[src/rtl/axi_rd_arbiter.sv]
// rtl/axi_rd_arbiter.sv - two-requester AR/R read channel arbiter with starvation guard and burst length check
//
// Arbitrates the shared AXI read address/data channels between the
// instruction cache (fixed priority) and the data cache. One requester owns
// AR/R from grant until its final R beat. The data requester is granted after
// STARVE_LIMIT consecutive instruction grants made while it was waiting.
// Each burst's beat count is checked against its ARLEN; any mismatch raises
// a sticky LEN_ERR.
//
// Ports:
//   CLK, RST                 clock, synchronous active-high reset
//   S_INST_AR{ADDR,LEN,VALID} instruction read request
//   S_INST_ARREADY           instruction request accepted (1-cycle pulse)
//   S_INST_R{VALID,LAST}     R beat valid / last, gated to instruction owner
//   S_DATA_AR{ADDR,LEN,VALID} data read request
//   S_DATA_ARREADY           data request accepted (1-cycle pulse)
//   S_DATA_R{VALID,LAST}     R beat valid / last, gated to data owner
//   M_AXI_AR*                registered read address channel to the bus
//   M_AXI_R{VALID,LAST}      R channel handshake from the bus
//   M_AXI_RREADY             R ready, high only while a burst is outstanding
//   LEN_ERR                  sticky burst-length mismatch flag
// RDATA/RRESP go straight from the bus to both requesters.

module axi_rd_arbiter #(
    parameter int unsigned STARVE_LIMIT = 4,
    parameter logic [2:0]  AR_SIZE      = 3'b010,
    parameter logic [1:0]  AR_BURST     = 2'b01
) (
    input  logic        CLK,
    input  logic        RST,

    input  logic [31:0] S_INST_ARADDR,
    input  logic [7:0]  S_INST_ARLEN,
    input  logic        S_INST_ARVALID,
    output logic        S_INST_ARREADY,
    output logic        S_INST_RVALID,
    output logic        S_INST_RLAST,

    input  logic [31:0] S_DATA_ARADDR,
    input  logic [7:0]  S_DATA_ARLEN,
    input  logic        S_DATA_ARVALID,
    output logic        S_DATA_ARREADY,
    output logic        S_DATA_RVALID,
    output logic        S_DATA_RLAST,

    output logic [31:0] M_AXI_ARADDR,
    output logic [7:0]  M_AXI_ARLEN,
    output logic [2:0]  M_AXI_ARSIZE,
    output logic [1:0]  M_AXI_ARBURST,
    output logic        M_AXI_ARVALID,
    input  logic        M_AXI_ARREADY,
    input  logic        M_AXI_RVALID,
    input  logic        M_AXI_RLAST,
    output logic        M_AXI_RREADY,

    output logic        LEN_ERR
);

    typedef enum logic [1:0] {
        IDLE = 2'd0,
        ADDR = 2'd1,
        DATA = 2'd2
    } state_t;

    typedef enum logic {
        OWN_INST = 1'b0,
        OWN_DATA = 1'b1
    } owner_t;

    localparam logic [3:0] STARVE_MAX = 4'(STARVE_LIMIT);

    state_t      state_q, state_d;
    owner_t      owner_q, owner_d;
    logic [3:0]  starve_q, starve_d;
    logic [8:0]  beat_q, beat_d;
    logic [31:0] araddr_q, araddr_d;
    logic [7:0]  arlen_q, arlen_d;
    logic        len_err_q, len_err_d;

    logic        grant_inst;
    logic        grant_data;

    always_ff @(posedge CLK) begin
        if (RST) begin
            state_q   <= IDLE;
            owner_q   <= OWN_INST;
            starve_q  <= 4'd0;
            beat_q    <= 9'd0;
            araddr_q  <= 32'd0;
            arlen_q   <= 8'd0;
            len_err_q <= 1'b0;
        end else begin
            state_q   <= state_d;
            owner_q   <= owner_d;
            starve_q  <= starve_d;
            beat_q    <= beat_d;
            araddr_q  <= araddr_d;
            arlen_q   <= arlen_d;
            len_err_q <= len_err_d;
        end
    end

    always_comb begin
        state_d        = state_q;
        owner_d        = owner_q;
        starve_d       = starve_q;
        beat_d         = beat_q;
        araddr_d       = araddr_q;
        arlen_d        = arlen_q;
        len_err_d      = len_err_q;
        grant_inst     = 1'b0;
        grant_data     = 1'b0;
        S_INST_ARREADY = 1'b0;
        S_DATA_ARREADY = 1'b0;
        S_INST_RVALID  = 1'b0;
        S_INST_RLAST   = 1'b0;
        S_DATA_RVALID  = 1'b0;
        S_DATA_RLAST   = 1'b0;
        M_AXI_ARVALID  = 1'b0;
        M_AXI_RREADY   = 1'b0;

        case (state_q)
            IDLE: begin
                // Starvation guard overrides the fixed instruction priority.
                if (starve_q == STARVE_MAX && S_DATA_ARVALID) begin
                    grant_data = 1'b1;
                end else if (S_INST_ARVALID) begin
                    grant_inst = 1'b1;
                end else if (S_DATA_ARVALID) begin
                    grant_data = 1'b1;
                end

                if (grant_inst) begin
                    S_INST_ARREADY = 1'b1;
                    araddr_d       = S_INST_ARADDR;
                    arlen_d        = S_INST_ARLEN;
                    owner_d        = OWN_INST;
                    beat_d         = 9'd0;
                    state_d        = ADDR;
                    // Only grants that made the data side wait count toward starvation.
                    if (S_DATA_ARVALID && starve_q < STARVE_MAX) begin
                        starve_d = starve_q + 4'd1;
                    end
                end else if (grant_data) begin
                    S_DATA_ARREADY = 1'b1;
                    araddr_d       = S_DATA_ARADDR;
                    arlen_d        = S_DATA_ARLEN;
                    owner_d        = OWN_DATA;
                    beat_d         = 9'd0;
                    state_d        = ADDR;
                    starve_d       = 4'd0;
                end
            end

            ADDR: begin
                M_AXI_ARVALID = 1'b1;
                if (M_AXI_ARREADY) begin
                    state_d = DATA;
                end
            end

            DATA: begin
                M_AXI_RREADY = 1'b1;
                if (owner_q == OWN_INST) begin
                    S_INST_RVALID = M_AXI_RVALID;
                    S_INST_RLAST  = M_AXI_RVALID & M_AXI_RLAST;
                end else begin
                    S_DATA_RVALID = M_AXI_RVALID;
                    S_DATA_RLAST  = M_AXI_RVALID & M_AXI_RLAST;
                end

                if (M_AXI_RVALID) begin
                    beat_d = beat_q + 9'd1;
                    if (M_AXI_RLAST) begin
                        // beat_q counts the beats before this one, so a
                        // correct burst ends with beat_q == ARLEN.
                        if (beat_q != {1'b0, arlen_q}) begin
                            len_err_d = 1'b1;
                        end
                        state_d = IDLE;
                    end else if (beat_q >= {1'b0, arlen_q}) begin
                        // More than ARLEN+1 beats without RLAST: flag it,
                        // but keep the channel owned until the slave ends it.
                        len_err_d = 1'b1;
                    end
                end
            end

            default: begin
                state_d = IDLE;
            end
        endcase
    end

    assign M_AXI_ARADDR  = araddr_q;
    assign M_AXI_ARLEN   = arlen_q;
    assign M_AXI_ARSIZE  = AR_SIZE;
    assign M_AXI_ARBURST = AR_BURST;
    assign LEN_ERR       = len_err_q;

endmodule
[config.mk]
export PLATFORM = sky130hd
export DESIGN_NAME = axi_rd_arbiter
export DESIGN_NICKNAME = d
export VERILOG_FILES = /design/src/rtl/axi_rd_arbiter.sv
export SDC_FILE = /design/constraint.sdc
export NUM_CORES = 1
export LEC_CHECK = 0
export BUFFER_PORTS_ARGS = -buffer_cell sky130_fd_sc_hd__buf_2
export CAP_MARGIN = 20
export CORE_MARGIN = 1
export CORE_UTILIZATION = 42
export CTS_CLUSTER_DIAMETER = 30
export DETAILED_ROUTE_END_ITERATION = 16
export PLACE_DENSITY_LB_ADDON = 0.12
export REMOVE_ABC_BUFFERS = 1
export SYNTH_ARGS = -nofsm -noshare
export SYNTH_HDL_FRONTEND = slang
export SYNTH_SLANG_ARGS = --single-unit
[constraint.sdc]
create_clock -name CLK -period 1.6 [get_ports CLK]
set_clock_uncertainty 0.1 [all_clocks]
set_input_delay 0.32 -clock CLK [delete_from_list [all_inputs] [get_ports CLK]]
set_output_delay 0.32 -clock CLK [all_outputs]
set_load 0.1 [all_outputs]
==> impl_metrics.toml, run 1 <==
[pwr]
ir_worst_vdd_mv = 0.5830
p_int_w = 0.002891
power_frac_comb_pct = 41.2
leakage_nw = 2.150
p_per_area_mw_per_mm2 = 1071
clockPowerShare_pct = 26.2
p_switching_w = 0.002113
swShare_pct = 42.22
p_seq_share_pct = 32.6

[synthesis]
post_synth_inst_count = 329
ys_top_cells_by_count = "59 x nor2_1, 57 x dfxtp_1, 42 x mux2i_1"
synth.area.top_cells = "dfxtp_1 38%, mux2i_1 14%, a211oi_1 9.7%, nor2_1 7.3%, ha_1 4.5%"
yosysWarnings = 0
synth.most_common_cell = "nor2_1"
synth.top_cell.area_share_pct = 37.72
syn_area_per_cell_um2 = 9.196
yosysTopAreaCell = "dfxtp_1"
yosys_register_bits = 57
yosysSeqAreaShare_pct = 37.72
synth_edf_count = 0
netlist_area_mm2 = 0.003025
synth_flop_cell = "dfxtp_1"
async_flop_share_pct = 0
ys_types = 42

[floorplanning]
design.portCount = 141
std_cell_rows = 30
die_x_um = 86.87
die_area_mm2 = 0.007546
initial_core_util_pct = 44.04
die_y_um = 86.87
core-area_mm2 = 0.006869

[sta]
fin_crit_sh_pct = 119.4
finalMaxSlewViolations = 0
fmax_mhz = 523.3
setup_viol = 48
hold_viol = 0
fin_ws_ns = -0.3111
period_minus_slack_ns = 1.911
rsz0062_at_grt = "yes"

[hold_path]
hold_path_class = "in -> reg"
min_from = "S_INST_ARADDR[12]"

[detailed_routing]
wirelength_mm = 8.366
wl_per_cell_um = 13.92
num_vias = 2983
drc = 0
firstDrtPassIters = 4
viasPerCell = 4.963
ant_nets = 0
drt_iter0_drc = 92

[clock_network]
cts_buffers = 9
cts_tree = "done"
clk_pin_slew_worst_paths_ns = 0.07
htree_num_levels = 3
clockBufferDepth = 2
hold_buffers = 0
clk_latency_ns = 0.33
clockRootBuffer = "clkbuf_8"
clock_sinks = 57

[setup_path]
r2r-start = "starve_q[1]"
criticalPathCategory = "reg -> out"
r2r-end = "M_AXI_ARADDR[5]"
worst_path_max_delay_cell = "or3b_1"
cp.arrival_ns = 1.49
cp_num_cells = 4
worstPathRequired_ns = 1.18
critical_path.startpoint = "state_q[1]"
endpoint_kind = "output pin"
ff2ff_path_depth = 8
crit_family = "simple AND/OR/NAND/NOR gates"
crit_buf_inv = 2
worstPathCellList = "or3b_1, a21oi_1, buf_4, buf_12"
crit_path_max_incr_delay_ns = 0.39
worst_setup_path_start_kind = "register"
crit_fanout = 4
crit_path_end = "S_DATA_ARREADY"
r2r_slack_ns = -0.26

[flow_run]
drv_cap = 0

[status]
violations = "negative setup slack"
outcome = "finished with violations"

[placement]
routabilityCongestion = 0.8243
hpwl_mm = 5.756
io_buffer_count = 135
place_inst = 578
pre_cts_ws_ns = -0.2206

[cells_and_area]
antenna_cells = 0
layout.cells.non_filler = 601
fin_util_pct = 68.03
n_fill_cell = 574
drive_above_1_share_pct = 49.90
area_growth_pct = 54.47
fin_nets = 598

[global_routing]
overflow = 0
grt_max_degree = 45
grt_use_total_pct = 22.79
grt_pass1_wl_mm = 13.20
first_global_vias = 2868
antenna_found_initial = 0
[state kept, by name, summed over array words and instances (netlist names)]
name,count
owner_q,1
starve_q,4
LEN_ERR,1
beat_q,9
M_AXI_ARADDR,32
M_AXI_ARLEN,8
state_q,2
[cells by family (layout without fill, tap and decap cells)]
kind of cell,after synthesis,after routing,share of synthesized area [%]
other,2,5,0.2482
XOR/XNOR,5,5,1.447
AO/OA/AOI/OAI,70,70,18.61
AND/OR/NAND/NOR,102,102,15.51
flip-flops,57,57,37.72
multiplexers,42,42,13.90
buffers and inverters,40,213,8.023
adder cells (fa/ha/maj),11,11,4.549
[how the worst min path moves through the flow]
stage / end / slack [ns] / cells after the start
2_1_floorplan: M_AXI_ARADDR[3] / 0.28 / 1
5_1_grt: M_AXI_ARADDR[14] / 0.22 / 3
3_5_place_dp: M_AXI_ARADDR[24] / 0.39 / 2
4_1_cts: M_AXI_ARADDR[12] / 0.21 / 3
6_report: M_AXI_ARADDR[12] / 0.22 / 3
3_3_place_gp: M_AXI_ARADDR[26] / 0.38 / 2
[worst min-delay path, cell delays in order]
cell and delay [ns]:
buf_2 0.09, mux2i_1 0.11, a211oi_1 0.08
[layout by cell type (no fill, tap or decap), types with 5 or more instances in the layout]
cell type / n
buf_2: 123
nor2_1: 57
dfxtp_1: 46
buf_4: 41
mux2i_1: 39
a211oi_1: 36
dfxtp_2: 11
inv_1: 10
clkbuf_8: 10
buf_12: 10
nand2_1: 8
nand4_1: 8
a211oi_2: 7
a21oi_1: 6
ha_4: 6
inv_2: 5
xnor2_1: 5
conb_1: 5
buf_6: 5
[layout make-up]
class                   count  area, um^2  area share (%)
multi-input cells         235        1886           40.35
clock inverters             3       40.04          0.8568
inverters                  15       56.30           1.205
flip-flops and latches     57        1155           24.71
well taps                  96       120.1           2.570
repair buffers            182        1267           27.12
clock buffers              13       148.9           3.186
[what timing repair did]
| action | 4_1_cts | 5_1_grt |
|---|---|---|
| pin swaps | 9 | 7 |
| setup endpoints to repair | 56 | 60 |
| gates cloned | 2 | 0 |
| endpoints found under the hold margin | 0 | 0 |
| setup buffers | 3 | 2 |
| resized for setup | 41 | 25 |
[power by group through the flow]
stage	registers (W)	logic (W)	clock network [W]
after detailed placement	0.00165	0.00193	0
after global placement	0.00165	0.00190	0
final	0.00163	0.00206	0.00131
after floorplan	0.00252	0.000546	0
after global routing	0.00165	0.00217	0.00140
after CTS	0.00163	0.00201	0.00134
[per-layer routing]
layer / vias up / part of all wire, % / global-route usage, %
li1: 1508 / - / -
met1: 1360 / 42 / 27.65
met2: 98 / 49 / 36.86
met3: 17 / 6.0 / 5.782
met4: 0 / 2.8 / 12.58
met5: - / 0 / 0
[metrics by stage]
stage | area [um^2] | hold slack (ns) | total power, W | setup TNS (ns)
final | 4673 | 0.2193 | 0.005003 | -7.658
after global routing | 4673 | 0.2159 | 0.005216 | -12.47
after CTS | 4546 | 0.2094 | 0.004979 | -9.151
after detailed placement | 4105 | 0.3892 | 0.003579 | -6.500
after global placement | 4105 | 0.3844 | 0.003553 | -3.459
after floorplan | 2850 | 0.2846 | 0.003071 | -64.32
(Power assumes the default switching activity.)
==> run 2: changes to the inputs <==
--- a/config.mk
+++ b/config.mk
@@ -7,11 +7,11 @@
 export LEC_CHECK = 0
 export BUFFER_PORTS_ARGS = -buffer_cell sky130_fd_sc_hd__buf_2
 export CAP_MARGIN = 20
-export CORE_MARGIN = 1
 export CORE_UTILIZATION = 42
 export CTS_CLUSTER_DIAMETER = 30
 export DETAILED_ROUTE_END_ITERATION = 16
 export PLACE_DENSITY_LB_ADDON = 0.12
+export RECOVER_POWER = 25
 export REMOVE_ABC_BUFFERS = 1
 export SYNTH_ARGS = -nofsm -noshare
 export SYNTH_HDL_FRONTEND = slang
==> run 2 against run 1 <==
  * The flow still finishes with violations (negative setup slack)
  * Largest cell class unchanged
  * Non-clock buffer count did not move
  * Sequential power about the same
  * Wire length shrank 0.27%
  * Clock power hardly changed
  * Utilization decreased by 0.091 points
  * Maximum frequency hardly changed
  * Largest power group unchanged
  * Power shrank 0.12%
  * Global-route usage unchanged
  * Worst hold slack got worse by 0.00050 ns
  * Worst setup slack barely moved
  * Die area did not move
  * Critical path depth did not move
  * Critical path type unchanged
==> impl_metrics.toml, run 2 (synthesis results as in run 1) <==
[global_routing]
met2_usage_pct = 36.86
overflow = 0
grt_use_total_pct = 22.79
grt_max_degree = 45
antenna_found_initial = 0
grtUsageMet1_pct = 27.65
first_global_vias = 2868
met3_usage_pct = 5.782
busiest_layer = "met2"
grt_pass1_wl_mm = 13.20

[sta]
tightest_slew_ns = 0.5420
rsz0062_at_grt = "yes"
finalMaxSlewViolations = 0
period_minus_slack_ns = 1.911
fin_crit_sh_pct = 119.4
hold_viol = 0
setup_viol = 52
fmax_mhz = 523.3
slew_headroom_pct = 64.02
fin_ws_ns = -0.3108

[floorplanning]
initial_core_util_pct = 44.04
design.portCount = 141
std_cell_rows = 30
die_area_mm2 = 0.007546
die_y_um = 86.87
core-area_mm2 = 0.006869
die_x_um = 86.87

[setup_path]
cp.arrival_ns = 1.49
worst_path_max_delay_cell = "or3b_1"
crit_fanout = 4
crit_family = "simple AND/OR/NAND/NOR gates"
worstPathCellList = "or3b_1, a21oi_1, buf_4, buf_12"
criticalPathCategory = "reg -> out"
crit_buf_inv = 2
worstPathRequired_ns = 1.18
worst_setup_path_start_kind = "register"
endpoint_kind = "output pin"
crit_path_max_incr_delay_ns = 0.39

[pwr]
fin_total_pwr_w = 0.004997
leakage_nw = 2.142
ir_worst_vdd_mv = 0.5830
p_per_area_mw_per_mm2 = 1071

[placement]
routabilityCongestion = 0.8243
hpwl_mm = 5.756
pre_cts_ws_ns = -0.2206
io_buffer_count = 135

[cells_and_area]
final_cell_mix = "117 x buf_2, 57 x nor2_1, 46 x dfxtp_1"
antenna_cells = 0
area_growth_pct = 54.26
largest_register_ffs = 32
drive_above_1_share_pct = 49.70
final_common_cell = "buf_2"
fin_nets = 598

[hold_path]
hold_path_class = "in -> reg"

[detailed_routing]
num_vias = 2998
wl_per_cell_um = 13.88
viasPerCell = 4.988
wirelength_mm = 8.343
ant_nets = 0
firstDrtPassIters = 4
drc = 0
drt_iter0_drc = 89

[clock_network]
clk_pin_slew_worst_paths_ns = 0.06
cts_buffers = 9
clk_latency_ns = 0.33
clock_sinks = 57
htree_num_levels = 3
cts_tree = "done"
clockBufferDepth = 2
clockRootBuffer = "clkbuf_8"

[status]
outcome = "finished with violations"
violations = "negative setup slack"

[flow_run]
drv_cap = 0
[run 2: changes by cell type in the layout (fill, tap and decap cells not counted)]
cell / previous run / this run
clkbuf_2: 0 / 7
buf_2: 123 / 117
buf_4: 41 / 37
clkbuf_4: 0 / 2
clkbuf_1: 3 / 4
[run 2: final timing paths]
kind / from / to / slack [ns] / cells past startpoint
worst max-delay path: state_q[1] / S_DATA_ARREADY / -0.31 / 4
worst min-delay path: S_INST_ARLEN[1] / M_AXI_ARLEN[1] / 0.22 / 3
worst max register to register: starve_q[1] / M_AXI_ARADDR[5] / -0.26 / 8
worst min register to register: M_AXI_ARADDR[24] / M_AXI_ARADDR[24] / 0.40 / 2
[run 2: routing by layer]
layer	wire length, um	share of wire, %	vias to the layer above
li1	-	-	1509
met1	3495	42	1367
met2	4086	49	105
met3	529	6.3	17
met4	232	2.8	0
met5	0	0	-
[run 2: layout make-up]
class,instances,area [um^2]
multi-input cells,235,1886
flip-flops and latches,57,1155
repair buffers,182,1261
fillers,577,2202
well taps,96,120.1
clock buffers,13,148.9
clock inverters,3,40.04
inverters,15,56.30
[run 2: repair_timing]
action | 4_1_cts | 5_1_grt
buffers inserted | 3 | 2
gates resized for setup | 41 | 25
setup endpoints to repair | 56 | 60
cloned | 2 | 0
hold buffers | 0 | 0
pin swaps | 9 | 7
[run 2: worst min-delay path, delay by kind of cell]
family          cells  cell delay (ns)
compound gates      1             0.08
buf+inv             1             0.09
mux                 1             0.11
[run 2: through the flow]
step / hold slack [ns] / utilization [%] / cell area [um^2] / setup TNS, ns / instances
after detailed placement: 0.3892 / 59.76 / 4105 / -6.500 / 578
after global routing: 0.2159 / 67.94 / 4667 / -13.34 / 601
after floorplan: 0.2846 / - / 2850 / -64.32 / 307
after global placement: 0.3844 / 59.76 / 4105 / -3.459 / 578
final: 0.2188 / 67.94 / 4667 / -7.773 / 601
after CTS: 0.2094 / 66.17 / 4546 / -9.151 / 599
[run 2: power breakdown]
| group | switching [W] | leakage [nW] | internal (W) |
|---|---|---|---|
| combinational | 0.00148 | 1.57 | 0.000570 |
| clock | 0.000554 | 0.0974 | 0.000759 |
| sequential | 0.0000754 | 0.474 | 0.00156 |
==> run 3: changes to the inputs <==
--- a/config.mk
+++ b/config.mk
@@ -7,7 +7,9 @@
 export LEC_CHECK = 0
 export BUFFER_PORTS_ARGS = -buffer_cell sky130_fd_sc_hd__buf_2
 export CAP_MARGIN = 20
-export CORE_UTILIZATION = 42
+export CELL_PAD_IN_SITES_DETAIL_PLACEMENT = 2
+export CELL_PAD_IN_SITES_GLOBAL_PLACEMENT = 2
+export CORE_UTILIZATION = 24
 export CTS_CLUSTER_DIAMETER = 30
 export DETAILED_ROUTE_END_ITERATION = 16
 export PLACE_DENSITY_LB_ADDON = 0.12
==> run 3 against run 2 <==
  * The flow still finishes with violations (negative setup slack)
  * Critical endpoint is now S_INST_RLAST
  * Wire length up 39%
  * Largest power group unchanged
  * Final area up 15%
  * Worst setup slack worse by 0.011 ns
  * Highest routed layer unchanged
==> impl_metrics.toml, run 3 (synthesis results as in run 1) <==
[placement]
routabilityCongestion = 0.7852
hpwl_mm = 7.940
io_buffer_count = 135

[clock_network]
clock_sinks = 57
cts_tree = "done"
cts_buffers = 9
clk_pin_slew_worst_paths_ns = 0.05
hold_buffers = 0
clockBufferDepth = 2
htree_num_levels = 3
clockRootBuffer = "clkbuf_16"
clk_latency_ns = 0.33

[setup_path]
r2r-end = "M_AXI_ARLEN[1]"
endpoint_kind = "output pin"
ff2ff_path_depth = 9
worstPathRequired_ns = 1.18
worst_setup_path_start_kind = "register"
r2r_slack_ns = -0.28
criticalPathCategory = "reg -> out"
crit_fanout = 4
r2r-start = "starve_q[1]"
cp.arrival_ns = 1.50

[sta]
fmax_mhz = 520.4
tightest_slew_ns = 0.5148
slew_headroom_pct = 65.91
period_minus_slack_ns = 1.922
rsz0062_at_grt = "yes"
hold_viol = 0
fin_crit_sh_pct = 120.1
setup_viol = 47
fin_ws_ns = -0.3216
hold_slack_ns = 0.2035
finalMaxSlewViolations = 0

[status]
violations = "negative setup slack"
outcome = "finished with violations"

[global_routing]
first_global_vias = 3377
antenna_found_initial = 1
grt_pass1_wl_mm = 17.22
overflow = 0
grt_use_total_pct = 17.07
grt_max_degree = 39

[floorplanning]
std_cell_rows = 40
die_x_um = 114.3
initial_core_util_pct = 24.88
design.portCount = 141
die_y_um = 114.3
core-area_mm2 = 0.01216
die_area_mm2 = 0.01306

[detailed_routing]
firstDrtPassIters = 4
ant_nets = 0
wl_per_cell_um = 16.82
wirelength_mm = 11.62
drc = 0
viasPerCell = 4.589
drt_iter0_drc = 60
num_vias = 3171

[cells_and_area]
antenna_cells = 0
drive_above_1_share_pct = 58.70
largest_register_ffs = 32
area_growth_pct = 78.00
fin_nets = 616
final_common_cell = "buf_2"
final_cell_mix = "122 x buf_2, 59 x nor2_1, 40 x dfxtp_1"

[pwr]
ir_worst_vdd_mv = 0.4308
p_per_area_mw_per_mm2 = 1108
fin_total_pwr_w = 0.005967
leakage_nw = 2.330

[flow_run]
drv_cap = 0

[hold_path]
hold_path_class = "in -> reg"
hold_depth = 3
hold_end = "state_q[0]"
min_from = "M_AXI_ARREADY"
==> run 3: worst max path at each step <==
stage / slack (ns) / cells after the start / start / endpoint
2_1_floorplan: -3.33 / 4 / state_q[1] / S_INST_RLAST
3_3_place_gp: -0.13 / 8 / starve_q[0] / M_AXI_ARADDR[24]
3_5_place_dp: -0.17 / 8 / starve_q[1] / M_AXI_ARADDR[7]
4_1_cts: -0.36 / 6 / starve_q[0] / S_INST_ARREADY
5_1_grt: -0.40 / 5 / state_q[1] / S_INST_RLAST
6_report: -0.32 / 5 / state_q[1] / S_INST_RLAST
==> run 3: power by group <==
group | internal (W) | total (W) | switching [W]
clock network | 0.00135 | 0.00205 | 0.000698
registers | 0.00156 | 0.00164 | 0.0000829
logic | 0.000684 | 0.00227 | 0.00159
total | 0.00359 | 0.00597 | 0.00237
==> run 3: final cells by class <==
cell class                 instances  area (um^2)
tap                              168        210.2
fill                            1295         6777
sequential                        57         1170
multi-input combinational        235         2106
inverter                          15        56.30
clock inverter                     6        82.58
timing repair buffer             200         1531
clock buffer                      10        229.0
==> run 3: layer usage <==
layer | share of wire [%] | GRT usage, %
met4 | 1.4 | 5.714
met3 | 7.1 | 5.664
met1 | 41 | 19.33
met2 | 51 | 30.02
met5 | 0 | 0
==> run 3: timing repair <==
item | in CTS | in global routing
gates cloned | 0 | 3
buffers inserted | 7 | 6
pin swaps | 7 | 48
resized for setup | 42 | 97
endpoints found under the setup margin | 57 | 56
==> run 3: stage by stage <==
stage / setup slack (ns) / cell area, um^2 / std cells / TNS, ns / utilization, %
after global placement: -0.1284 / 4355 / 662 / -4.589 / 35.81
after detailed placement: -0.1702 / 4355 / 662 / -5.882 / 35.81
after global routing: -0.3976 / 5385 / 691 / -16.26 / 44.28
final: -0.3216 / 5385 / 691 / -11.27 / 44.28
after floorplan: -3.333 / 2850 / 307 / -64.32 / -
after CTS: -0.3620 / 4875 / 683 / -11.34 / 40.08
==> run 3: critical path, stage by stage (launching register included) <==
cell and delay [ns]:
dfxtp_4 0.37, nor2b_4 0.16, and2_4 0.16, nor2b_4 0.16
and2_4 0.16, buf_12 0.16
